==> src/rtl/uart_bus_master.sv <==
// Serial debug bridge: decodes UART command frames into 16-bit bus initiator cycles and
// returns read data / status bytes through the UART transmitter.
module uart_bus_master #(
    parameter int unsigned TIMEOUT_CYCLES = 255,
    parameter int unsigned ADDR_W         = 24
) (
    input  logic              clk,
    input  logic              reset_n,
    input  logic [7:0]        rx_data,
    input  logic              rx_valid,
    output logic [7:0]        tx_data,
    output logic              tx_start,
    input  logic              tx_active,
    output logic [ADDR_W-1:0] bus_addr,
    output logic [15:0]       bus_data_write,
    input  logic [15:0]       bus_data_read,
    output logic              bus_rw,
    output logic              bus_uds,
    output logic              bus_lds,
    output logic              bus_req,
    input  logic              bus_ack,
    output logic              busy,
    output logic              rx_drop
);

    localparam logic [7:0] CmdRdWord  = 8'h52;
    localparam logic [7:0] CmdWrWord  = 8'h57;
    localparam logic [7:0] CmdRdByte  = 8'h62;
    localparam logic [7:0] CmdWrByte  = 8'h42;
    localparam logic [7:0] RspOk      = 8'h4B;
    localparam logic [7:0] RspTimeout = 8'h54;
    localparam logic [7:0] RspBadCmd  = 8'h3F;
    localparam logic [15:0] TmoLast   = 16'(TIMEOUT_CYCLES - 1);

    typedef enum logic [2:0] {
        StIdle, StA2, StA1, StA0, StD1, StD0, StBus, StResp
    } state_e;

    state_e            state_q, state_d;
    logic [7:0]        cmd_q, cmd_d;
    logic [7:0]        dhi_q, dhi_d;
    logic [7:0]        dlo_q, dlo_d;
    logic [7:0]        tx_data_q, tx_data_d;
    logic [ADDR_W-1:0] addr_q, addr_d;
    logic [ADDR_W-1:0] bus_addr_q, bus_addr_d;
    logic [15:0]       bus_data_write_q, bus_data_write_d;
    logic [15:0]       tmo_q, tmo_d;
    logic              bus_rw_q, bus_rw_d;
    logic              bus_uds_q, bus_uds_d;
    logic              bus_lds_q, bus_lds_d;
    logic              bus_req_q, bus_req_d;
    logic [2:0][7:0]   rsp_q, rsp_d;
    logic [1:0]        rsp_cnt_q, rsp_cnt_d;
    logic [1:0]        tx_hist_q, tx_hist_d;
    logic              start_bus;
    logic              is_word;

    assign is_word = (cmd_q == CmdRdWord) || (cmd_q == CmdWrWord);

    always_comb begin
        state_d          = state_q;
        cmd_d            = cmd_q;
        addr_d           = addr_q;
        dhi_d            = dhi_q;
        dlo_d            = dlo_q;
        bus_addr_d       = bus_addr_q;
        bus_data_write_d = bus_data_write_q;
        bus_rw_d         = bus_rw_q;
        bus_uds_d        = bus_uds_q;
        bus_lds_d        = bus_lds_q;
        bus_req_d        = bus_req_q;
        tmo_d            = tmo_q;
        rsp_d            = rsp_q;
        rsp_cnt_d        = rsp_cnt_q;
        start_bus        = 1'b0;
        rx_drop          = 1'b0;

        // Two quiet cycles after each start cover the transmitter's registration latency.
        tx_start  = (state_q == StResp) && (rsp_cnt_q != 2'd0) && !tx_active &&
                    (tx_hist_q == 2'b00);
        tx_hist_d = {tx_hist_q[0], tx_start};
        tx_data_d = tx_start ? rsp_q[0] : tx_data_q;

        case (state_q)
            StIdle: begin
                if (rx_valid) begin
                    if ((rx_data == CmdRdWord) || (rx_data == CmdWrWord) ||
                        (rx_data == CmdRdByte) || (rx_data == CmdWrByte)) begin
                        cmd_d   = rx_data;
                        state_d = StA2;
                    end else begin
                        rsp_d     = {16'h0000, RspBadCmd};
                        rsp_cnt_d = 2'd1;
                        state_d   = StResp;
                    end
                end
            end
            StA2, StA1: begin
                if (rx_valid) begin
                    addr_d  = {addr_q[ADDR_W-9:0], rx_data};
                    state_d = (state_q == StA2) ? StA1 : StA0;
                end
            end
            StA0: begin
                if (rx_valid) begin
                    addr_d = {addr_q[ADDR_W-9:0], rx_data};
                    if (cmd_q == CmdWrWord) begin
                        state_d = StD1;
                    end else if (cmd_q == CmdWrByte) begin
                        state_d = StD0;
                    end else begin
                        state_d   = StBus;
                        start_bus = 1'b1;
                    end
                end
            end
            StD1: begin
                if (rx_valid) begin
                    dhi_d   = rx_data;
                    state_d = StD0;
                end
            end
            StD0: begin
                if (rx_valid) begin
                    dlo_d     = rx_data;
                    state_d   = StBus;
                    start_bus = 1'b1;
                end
            end
            StBus: begin
                rx_drop = rx_valid;
                if (bus_req_q) begin
                    if (bus_ack) begin
                        bus_req_d = 1'b0;
                        state_d   = StResp;
                        case (cmd_q)
                            CmdRdWord: begin
                                rsp_d     = {RspOk, bus_data_read[7:0], bus_data_read[15:8]};
                                rsp_cnt_d = 2'd3;
                            end
                            CmdRdByte: begin
                                rsp_d     = {8'h00, RspOk,
                                             addr_q[0] ? bus_data_read[7:0] : bus_data_read[15:8]};
                                rsp_cnt_d = 2'd2;
                            end
                            default: begin
                                rsp_d     = {16'h0000, RspOk};
                                rsp_cnt_d = 2'd1;
                            end
                        endcase
                    end else if (tmo_q == TmoLast) begin
                        bus_req_d = 1'b0;
                        state_d   = StResp;
                        rsp_d     = {16'h0000, RspTimeout};
                        rsp_cnt_d = 2'd1;
                    end else begin
                        tmo_d = tmo_q + 16'd1;
                    end
                end
            end
            StResp: begin
                rx_drop = rx_valid;
                if (tx_start) begin
                    rsp_d     = {8'h00, rsp_q[2], rsp_q[1]};
                    rsp_cnt_d = rsp_cnt_q - 2'd1;
                    if (rsp_cnt_q == 2'd1) begin
                        state_d = StIdle;
                    end
                end
            end
            default: state_d = StIdle;
        endcase

        // Bus outputs are loaded from the next-state address/data so they go live one cycle
        // after the final frame byte.
        if (start_bus) begin
            bus_req_d  = 1'b1;
            tmo_d      = '0;
            bus_rw_d   = (cmd_q == CmdRdWord) || (cmd_q == CmdRdByte);
            bus_addr_d = is_word ? {addr_d[ADDR_W-1:1], 1'b0} : addr_d;
            bus_uds_d  = is_word || !addr_d[0];
            bus_lds_d  = is_word || addr_d[0];
            case (cmd_q)
                CmdWrWord: bus_data_write_d = {dhi_d, dlo_d};
                CmdWrByte: bus_data_write_d = {dlo_d, dlo_d};
                default:   bus_data_write_d = '0;
            endcase
        end
    end

    always_ff @(posedge clk or negedge reset_n) begin
        if (!reset_n) begin
            state_q          <= StIdle;
            cmd_q            <= '0;
            addr_q           <= '0;
            dhi_q            <= '0;
            dlo_q            <= '0;
            tx_data_q        <= '0;
            bus_addr_q       <= '0;
            bus_data_write_q <= '0;
            bus_rw_q         <= 1'b0;
            bus_uds_q        <= 1'b0;
            bus_lds_q        <= 1'b0;
            bus_req_q        <= 1'b0;
            tmo_q            <= '0;
            rsp_q            <= '0;
            rsp_cnt_q        <= '0;
            tx_hist_q        <= '0;
        end else begin
            state_q          <= state_d;
            cmd_q            <= cmd_d;
            addr_q           <= addr_d;
            dhi_q            <= dhi_d;
            dlo_q            <= dlo_d;
            tx_data_q        <= tx_data_d;
            bus_addr_q       <= bus_addr_d;
            bus_data_write_q <= bus_data_write_d;
            bus_rw_q         <= bus_rw_d;
            bus_uds_q        <= bus_uds_d;
            bus_lds_q        <= bus_lds_d;
            bus_req_q        <= bus_req_d;
            tmo_q            <= tmo_d;
            rsp_q            <= rsp_d;
            rsp_cnt_q        <= rsp_cnt_d;
            tx_hist_q        <= tx_hist_d;
        end
    end

    assign tx_data        = tx_data_d;
    assign bus_addr       = bus_addr_q;
    assign bus_data_write = bus_data_write_q;
    assign bus_rw         = bus_rw_q;
    assign bus_uds        = bus_uds_q;
    assign bus_lds        = bus_lds_q;
    assign bus_req        = bus_req_q;
    assign busy           = (state_q != StIdle);

endmodule

==> config.mk <==
export PLATFORM = sky130hd
export DESIGN_NAME = uart_bus_master
export DESIGN_NICKNAME = d
export VERILOG_FILES = /design/src/rtl/uart_bus_master.sv
export SDC_FILE = /design/constraint.sdc
export NUM_CORES = 1
export LEC_CHECK = 0
export BUFFER_PORTS_ARGS = -buffer_cell sky130_fd_sc_hd__buf_4
export CORE_MARGIN = 3
export CORE_UTILIZATION = 30
export CTS_CLUSTER_SIZE = 10
export DETAILED_ROUTE_END_ITERATION = 16
export GPL_TIMING_DRIVEN = 0
export PLACE_DENSITY = 0.49
export SYNTH_ARGS = -nofsm -noshare
export SYNTH_HDL_FRONTEND = slang
export SYNTH_SLANG_ARGS = --single-unit
==> constraint.sdc <==
create_clock -name clk -period 3.1 [get_ports clk]
set_clock_uncertainty 0.2 [all_clocks]
set_input_delay 0.155 -clock clk [delete_from_list [all_inputs] [get_ports clk]]
set_output_delay 0.155 -clock clk [all_outputs]
set_load 0.05 [all_outputs]
==> impl_metrics.yaml, run 1 <==
final_layout:
  area_growth_pct: 28.3
  finalInstanceArea_sq_um: 8160
  finish.net_count: 750
  post_route_cells_drive_above_1_share_pct: 28.2
  post_layout_nonfiller_instances: 1000
  diodes: 0
logic_synthesis:
  xor_and_xnor_area_share_after_synthesis_pct: 1.93
  synthTopCellsByArea: "sky130_fd_sc_hd__dfrtp_1, sky130_fd_sc_hd__mux2_2, sky130_fd_sc_hd__nor2_1"
  number_of_enable_type_register_cells_in_the_synthesized_netlist: 0
  synth_top_family_by_area: "simple AND/OR/NAND/NOR gates"
  post_synth.cell_area_avg_sq_um: 10.8
  synth_seq_area_share_pct: 55.1
  yosys.area_share.adder_pct: 0.787
  synth.area.mux_share_pct: 11.6
  netlist.top_cell.by_area: "sky130_fd_sc_hd__dfrtp_1"
  synthMostInstantiatedCell: "sky130_fd_sc_hd__dfrtp_1"
  yosysWarningCount: 0
  async_flop_share_pct: 100
  synth_compound_area_share_pct: 8.40
  synth_cell_type_count: 64
  synth-seq-cells: 140
  post_synth_instance_area_sq_um: 6360
  netlist_top_cells_count: "sky130_fd_sc_hd__dfrtp_1, sky130_fd_sc_hd__nor2_1, sky130_fd_sc_hd__nand2_1, sky130_fd_sc_hd__mux2_2, sky130_fd_sc_hd__nand3_1"
  synth_simple_gate_area_share_pct: 18.2
  synth_cells: 591
  synthFlopType: "sky130_fd_sc_hd__dfrtp_1"
  yosys.area.top_type_share_pct: 55.1
  synth_nets: 624
global_route:
  grt_max_degree: 85
  first_global_vias: 5116
  grt_pass1_wl_mm: 26.7
  track_usage_pct: 15.0
  grt_overflow_total: 0
  antenna_found_initial: 0
timing:
  final-setup-viol-count: 0
  finalCritPeriodShare_pct: 89.9
  slew_viol_final: 0
  setup_total_negative_slack_ns: 0
  timing.final.hold_violations: 0
  worst-slew-pin-transition_ns: 0.742
  finalWorstPathRequiredPeriod_ns: 2.79
  fmax_mhz: 359
  rsz_0062_raised_after_global_routing: "no"
  hold_ws_ns: 0.0413
  max-slew-margin-rel_pct: 50.3
power:
  ir_worst_vdd_v: 0.000703
  design_power_total_uw: 8400
  power_density_nw_per_um2: 1030
  total_leakage_power_uw: 0.00375
worst_setup_path:
  worstPathMaxFanout: 10
  timing.critical_path.from_type: "register"
  timing_worst_setup_path_type: "reg -> out"
  endpoint_kind_of_the_worst_setup_timing_path: "output pin"
  crit_required_ns: 2.74
  worst_ep_arrival_time_ns: 2.43
placed_design:
  dpl-instance-area_sq_um: 7340
  dp.final_hpwl_mm: 11.6
  globalplace.congestion: 0.841
  numPlacedInstances: 944
  io_buffer_count: 82
route:
  wl_mm: 16.5
  drt_first_pass_iters: 5
  avgRoutedWirePerCell_um: 16.5
  drt_iter0_drc: 224
  detail_route.vias_per_cell: 4.77
  route.vias.total: 4770
  route.detailed.drc: 0
  antenna_violating_nets_post_route: 0
cts:
  tritoncts: "yes"
  number_of_h_tree_branching_levels: 4
  clkSinkCount: 140
  numCtsBuffers: 17
  ctsLongestPathBuffers: 2
  clock_pin_slew_of_the_registers_on_the_worst_case_setup_and_hold_paths_ns: 0.06
  cts-root-buf: "sky130_fd_sc_hd__clkbuf_16"
  clock_latency_ns: 0.42
die:
  die_height_um: 152
  die_area_sq_um: 23000
  fp-row-count: 52
  core_area_sq_um: 20600
  boundaryPins: 84
  dieWidth_um: 152
  starting_density_of_the_core_pct: 30.9
job:
  cap_violations: 0
hold_path:
  min-delay-path-class: "in -> reg"
outcome:
  outcome: "finished, final reports clean"
## layer usage
| metal | track usage (%) | vias to the layer above | part of all wire [%] |
|---|---|---|---|
| li1 | - | 2295 | - |
| met1 | 20.1 | 2358 | 48 |
| met2 | 23.5 | 106 | 45 |
| met3 | 4.40 | 11 | 5.4 |
| met4 | 4.36 | 0 | 1.1 |
| met5 | 0 | - | 0 |
## what timing repair did
action	CTS	global route
hold buffers	25	0
endpoints found under the hold margin	114	0
buffers inserted	0	0
resized for setup	0	1
endpoints found under the setup margin	0	2
## kinds of logic (layout without fill, tap and decap cells)
| group | Yosys count | after routing |
|---|---|---|
| compound gates | 81 | 81 |
| xor+xnor | 14 | 14 |
| fa+ha+maj | 4 | 4 |
| buf+inv | 44 | 183 |
| flops | 140 | 140 |
| mux | 65 | 65 |
| simple gates | 243 | 243 |
## sequential cells by signal, summed over array words and instances (netlist names), 2 cells and up
register / count
tx_data_q: 8
tx_hist_q: 2
addr_q: 24
tmo_q: 16
cmd_q: 8
bus_addr: 24
rsp_q: 17
dlo_q: 8
rsp_cnt_q: 2
dhi_q: 8
state_q: 3
bus_data_write: 16
## cell usage in the layout (no fill, tap or decap), types with 3 or more instances in the layout
cell	Yosys	final
sky130_fd_sc_hd__a211oi_1	3	3
sky130_fd_sc_hd__mux2_4	4	4
sky130_fd_sc_hd__inv_1	15	15
sky130_fd_sc_hd__o31ai_1	3	3
sky130_fd_sc_hd__a31oi_1	8	8
sky130_fd_sc_hd__xnor2_1	8	8
sky130_fd_sc_hd__clkinvlp_4	0	3
sky130_fd_sc_hd__nand2_1	62	62
sky130_fd_sc_hd__clkbuf_1	8	11
sky130_fd_sc_hd__clkbuf_16	0	17
sky130_fd_sc_hd__or3_1	4	4
sky130_fd_sc_hd__nand2b_1	4	4
sky130_fd_sc_hd__xor2_1	6	6
sky130_fd_sc_hd__buf_2	14	14
sky130_fd_sc_hd__nor2_1	101	101
sky130_fd_sc_hd__a21oi_1	18	18
sky130_fd_sc_hd__a22o_1	8	8
sky130_fd_sc_hd__dlygate4sd3_1	0	25
sky130_fd_sc_hd__a22oi_1	3	3
sky130_fd_sc_hd__dfrtp_1	140	140
sky130_fd_sc_hd__and2_1	6	6
sky130_fd_sc_hd__a32oi_1	4	4
sky130_fd_sc_hd__inv_6	0	4
sky130_fd_sc_hd__mux2_2	54	54
sky130_fd_sc_hd__buf_4	2	83
sky130_fd_sc_hd__mux2i_1	7	7
sky130_fd_sc_hd__and3_1	7	7
sky130_fd_sc_hd__nand3_1	23	23
sky130_fd_sc_hd__o21ai_0	20	20
sky130_fd_sc_hd__ha_1	4	4
sky130_fd_sc_hd__nor2b_1	3	3
sky130_fd_sc_hd__nand4_1	6	6
## power breakdown
part	total (uW)	switching, uW	internal (uW)
combinational	3650	2350	1310
clock	1940	804	1140
sequential	2810	333	2470
## through the flow
stage | util, % | setup WS (ns)
5_1_grt | 39.7 | 0.0558
3_5_place_dp | 35.7 | 0.413
4_1_cts | 39.7 | 0.190
3_3_place_gp | 35.6 | 0.413
2_1_floorplan | - | 0.259
6_report | 39.7 | 0.315
## final timing paths
kind | from | to | slack (ns) | depth (start not counted)
hold reg to reg | tx_hist_q[0] | tx_hist_q[1] | 0.23 | 0
setup reg to reg | cmd_q[5] | bus_lds | 0.45 | 7
hold / removal | bus_ack | tmo_q[2] | 0.04 | 4
max in group asynchronous | reset_n | bus_data_write[14] | 1.83 | 3
setup / recovery | rsp_cnt_q[0] | tx_data[4] | 0.31 | 7
min in group asynchronous | reset_n | tx_data_q[7] | 0.06 | 2
## cell type report
type                            count  area, sq um
Clock buffer                       21          450
Fill cell                        2049        12400
Inverter                           15         56.3
Multi-Input combinational cell    407         2610
Clock inverter                     11          110
Timing Repair Buffer              108          897
Sequential cell                   140         3500
Tap cell                          270          338
Buffer                             28          193
## critical path, cell delays in order (launching register included)
cell and delay [ns]:
sky130_fd_sc_hd__dfrtp_1 0.41, sky130_fd_sc_hd__inv_1 0.06, sky130_fd_sc_hd__ha_1 0.25, sky130_fd_sc_hd__nor4_4 0.40, sky130_fd_sc_hd__nand2_1 0.12, sky130_fd_sc_hd__clkbuf_1 0.24, sky130_fd_sc_hd__o21ai_0 0.28, sky130_fd_sc_hd__buf_4 0.25
Note: power is estimated with default switching activity, not from simulation.
==> run 2: changes to the inputs <==
--- a/config.mk
+++ b/config.mk
@@ -6,6 +6,7 @@
 export NUM_CORES = 1
 export LEC_CHECK = 0
 export BUFFER_PORTS_ARGS = -buffer_cell sky130_fd_sc_hd__buf_4
+export CORE_ASPECT_RATIO = 1.5
 export CORE_MARGIN = 3
 export CORE_UTILIZATION = 30
 export CTS_CLUSTER_SIZE = 10
==> constraint.sdc (replaced) <==
create_clock -name clk -period 2.78 [get_ports clk]
set_clock_uncertainty 0.2 [all_clocks]
set_input_delay 0.139 -clock clk [delete_from_list [all_inputs] [get_ports clk]]
set_output_delay 0.139 -clock clk [all_outputs]
set_load 0.05 [all_outputs]
==> run 2 against run 1 <==
Compared with the run above:
- the flow now finishes with violations (negative hold slack)
- final cell count is 0.40% lower
- highest routed layer unchanged
- largest cell class unchanged
- register-to-register slack worse by 0.21 ns
- sequential share of layout area is 0.27 points lower
- critical endpoint unchanged
==> impl_metrics.yaml, run 2 (synthesis gave the netlist of run 1 again) <==
global_route:
  grt_pass1_wl_mm: 27.4
  first_global_vias: 5123
  grt_overflow_total: 0
  track_usage_pct: 15.1
  grt_max_degree: 99
  antenna_found_initial: 0
route:
  wl_mm: 16.7
  antenna_violating_nets_post_route: 0
  detail_route.vias_per_cell: 4.90
  drt_first_pass_iters: 5
  route.vias.total: 4877
  route.detailed.drc: 0
  drt_iter0_drc: 256
  avgRoutedWirePerCell_um: 16.8
die:
  fp-row-count: 64
  boundaryPins: 84
  dieWidth_um: 125
  starting_density_of_the_core_pct: 30.9
  die_area_sq_um: 23000
  core_area_sq_um: 20600
  die_height_um: 184
timing:
  rsz_0062_raised_after_global_routing: "no"
  timing.final.hold_violations: 1
  slew_viol_final: 0
  max-slew-margin-rel_pct: 50.1
  finalWorstPathRequiredPeriod_ns: 2.56
  worst-slew-pin-transition_ns: 0.742
  finalCritPeriodShare_pct: 92.2
  timing.final.ws_setup_ns: 0.216
  hold_ws_ns: -0.000578
  final-setup-viol-count: 0
  fmax_mhz: 390
power:
  design_power_total_uw: 9450
  ir_worst_vdd_v: 0.000609
  total_leakage_power_uw: 0.00379
  power_density_nw_per_um2: 1150
worst_setup_path:
  ff2ff_path_depth: 7
  timing_worst_setup_path_type: "reg -> out"
  crit_required_ns: 2.44
  timing.critical_path.from_type: "register"
  endpoint_kind_of_the_worst_setup_timing_path: "output pin"
  worstPathMaxFanout: 10
  rrSetupSlack_ns: 0.24
  rr_endpoint: "bus_lds"
  rr_startpoint: "cmd_q[7]"
  worst_ep_arrival_time_ns: 2.22
placed_design:
  io_buffer_count: 82
  dp.final_hpwl_mm: 11.8
  preCtsSetupSlack_ns: 0.0325
  globalplace.congestion: 0.870
cts:
  ctsLongestPathBuffers: 2
  clkSinkCount: 140
  numCtsBuffers: 17
  cts-root-buf: "sky130_fd_sc_hd__clkbuf_16"
  clock_pin_slew_of_the_registers_on_the_worst_case_setup_and_hold_paths_ns: 0.07
  clock_latency_ns: 0.42
  tritoncts: "yes"
  number_of_h_tree_branching_levels: 4
outcome:
  outcome: "complete, but fails checks"
  violations: "negative hold slack"
hold_path:
  min-delay-path-class: "in -> async"
final_layout:
  area_growth_pct: 29.1
  layout_common_cells: "sky130_fd_sc_hd__dfrtp_1, sky130_fd_sc_hd__nor2_1, sky130_fd_sc_hd__buf_4, sky130_fd_sc_hd__nand2_1, sky130_fd_sc_hd__mux2_2"
  diodes: 0
  fill_cells: 2008
  finish.net_count: 752
  post_route_cells_drive_above_1_share_pct: 29.0
  final_common_cell: "sky130_fd_sc_hd__dfrtp_1"
  final_core_util_pct: 39.9
job:
  cap_violations: 0
## run 2: where the power goes
| part | total, uW | switching [uW] | internal [uW] |
|---|---|---|---|
| Clock | 2240 | 1040 | 1210 |
| Sequential | 3120 | 361 | 2760 |
| Combinational | 4090 | 2620 | 1470 |
## run 2: cell type report
cell class / instances / area, sq um / share of cell area [%]
Tap cell: 264 / 330 / 4.02
Sequential cell: 140 / 3500 / 42.7
Inverter: 15 / 56.3 / 0.686
Timing Repair Buffer: 110 / 915 / 11.1
Multi-Input combinational cell: 407 / 2620 / 31.9
Clock buffer: 17 / 425 / 5.18
Buffer: 28 / 194 / 2.36
Clock inverter: 15 / 170 / 2.07
## run 2: what timing repair did
item | CTS | global route
gates resized for setup | 1 | 6
setup endpoints to repair | 8 | 39
buffers inserted | 0 | 1
hold buffers | 26 | 0
endpoints found under the hold margin | 199 | 0
## run 2: worst max-delay path by stage
stage | start | endpoint | cells after the start
after global routing | state_q[2] | tx_data[2] | 6
after detailed placement | cmd_q[5] | bus_lds | 7
after CTS | rsp_cnt_q[0] | tx_data[2] | 7
final | state_q[2] | tx_data[4] | 6
after floorplan | rsp_cnt_q[0] | tx_data_q[2] | 6
after global placement | cmd_q[5] | bus_lds | 7
## run 2: metrics by stage
| step | area (sq um) | setup TNS, ns | cells |
|---|---|---|---|
| 2_1_floorplan | 6360 | -0.122 | 591 |
| 3_3_place_gp | 7310 | 0 | 937 |
| 3_5_place_dp | 7340 | 0 | 938 |
| 4_1_cts | 8200 | -0.0516 | 995 |
| 5_1_grt | 8210 | 0 | 996 |
| 6_report | 8210 | 0 | 996 |
## run 2: worst max-delay path, stage by stage, from the launching register on
cell	delay, ns
sky130_fd_sc_hd__dfrtp_1	0.41
sky130_fd_sc_hd__clkbuf_1	0.34
sky130_fd_sc_hd__and3_2	0.32
sky130_fd_sc_hd__nand2_1	0.09
sky130_fd_sc_hd__clkbuf_2	0.21
sky130_fd_sc_hd__o21ai_1	0.20
sky130_fd_sc_hd__buf_4	0.23
## run 2: layer usage
| metal | vias up | track usage (%) | routed length, um |
|---|---|---|---|
| li1 | 2298 | - | - |
| met1 | 2441 | 18.2 | 7210 |
| met2 | 124 | 26.3 | 8520 |
| met3 | 14 | 3.91 | 772 |
| met4 | 0 | 5.21 | 215 |
| met5 | - | 0 | 0 |
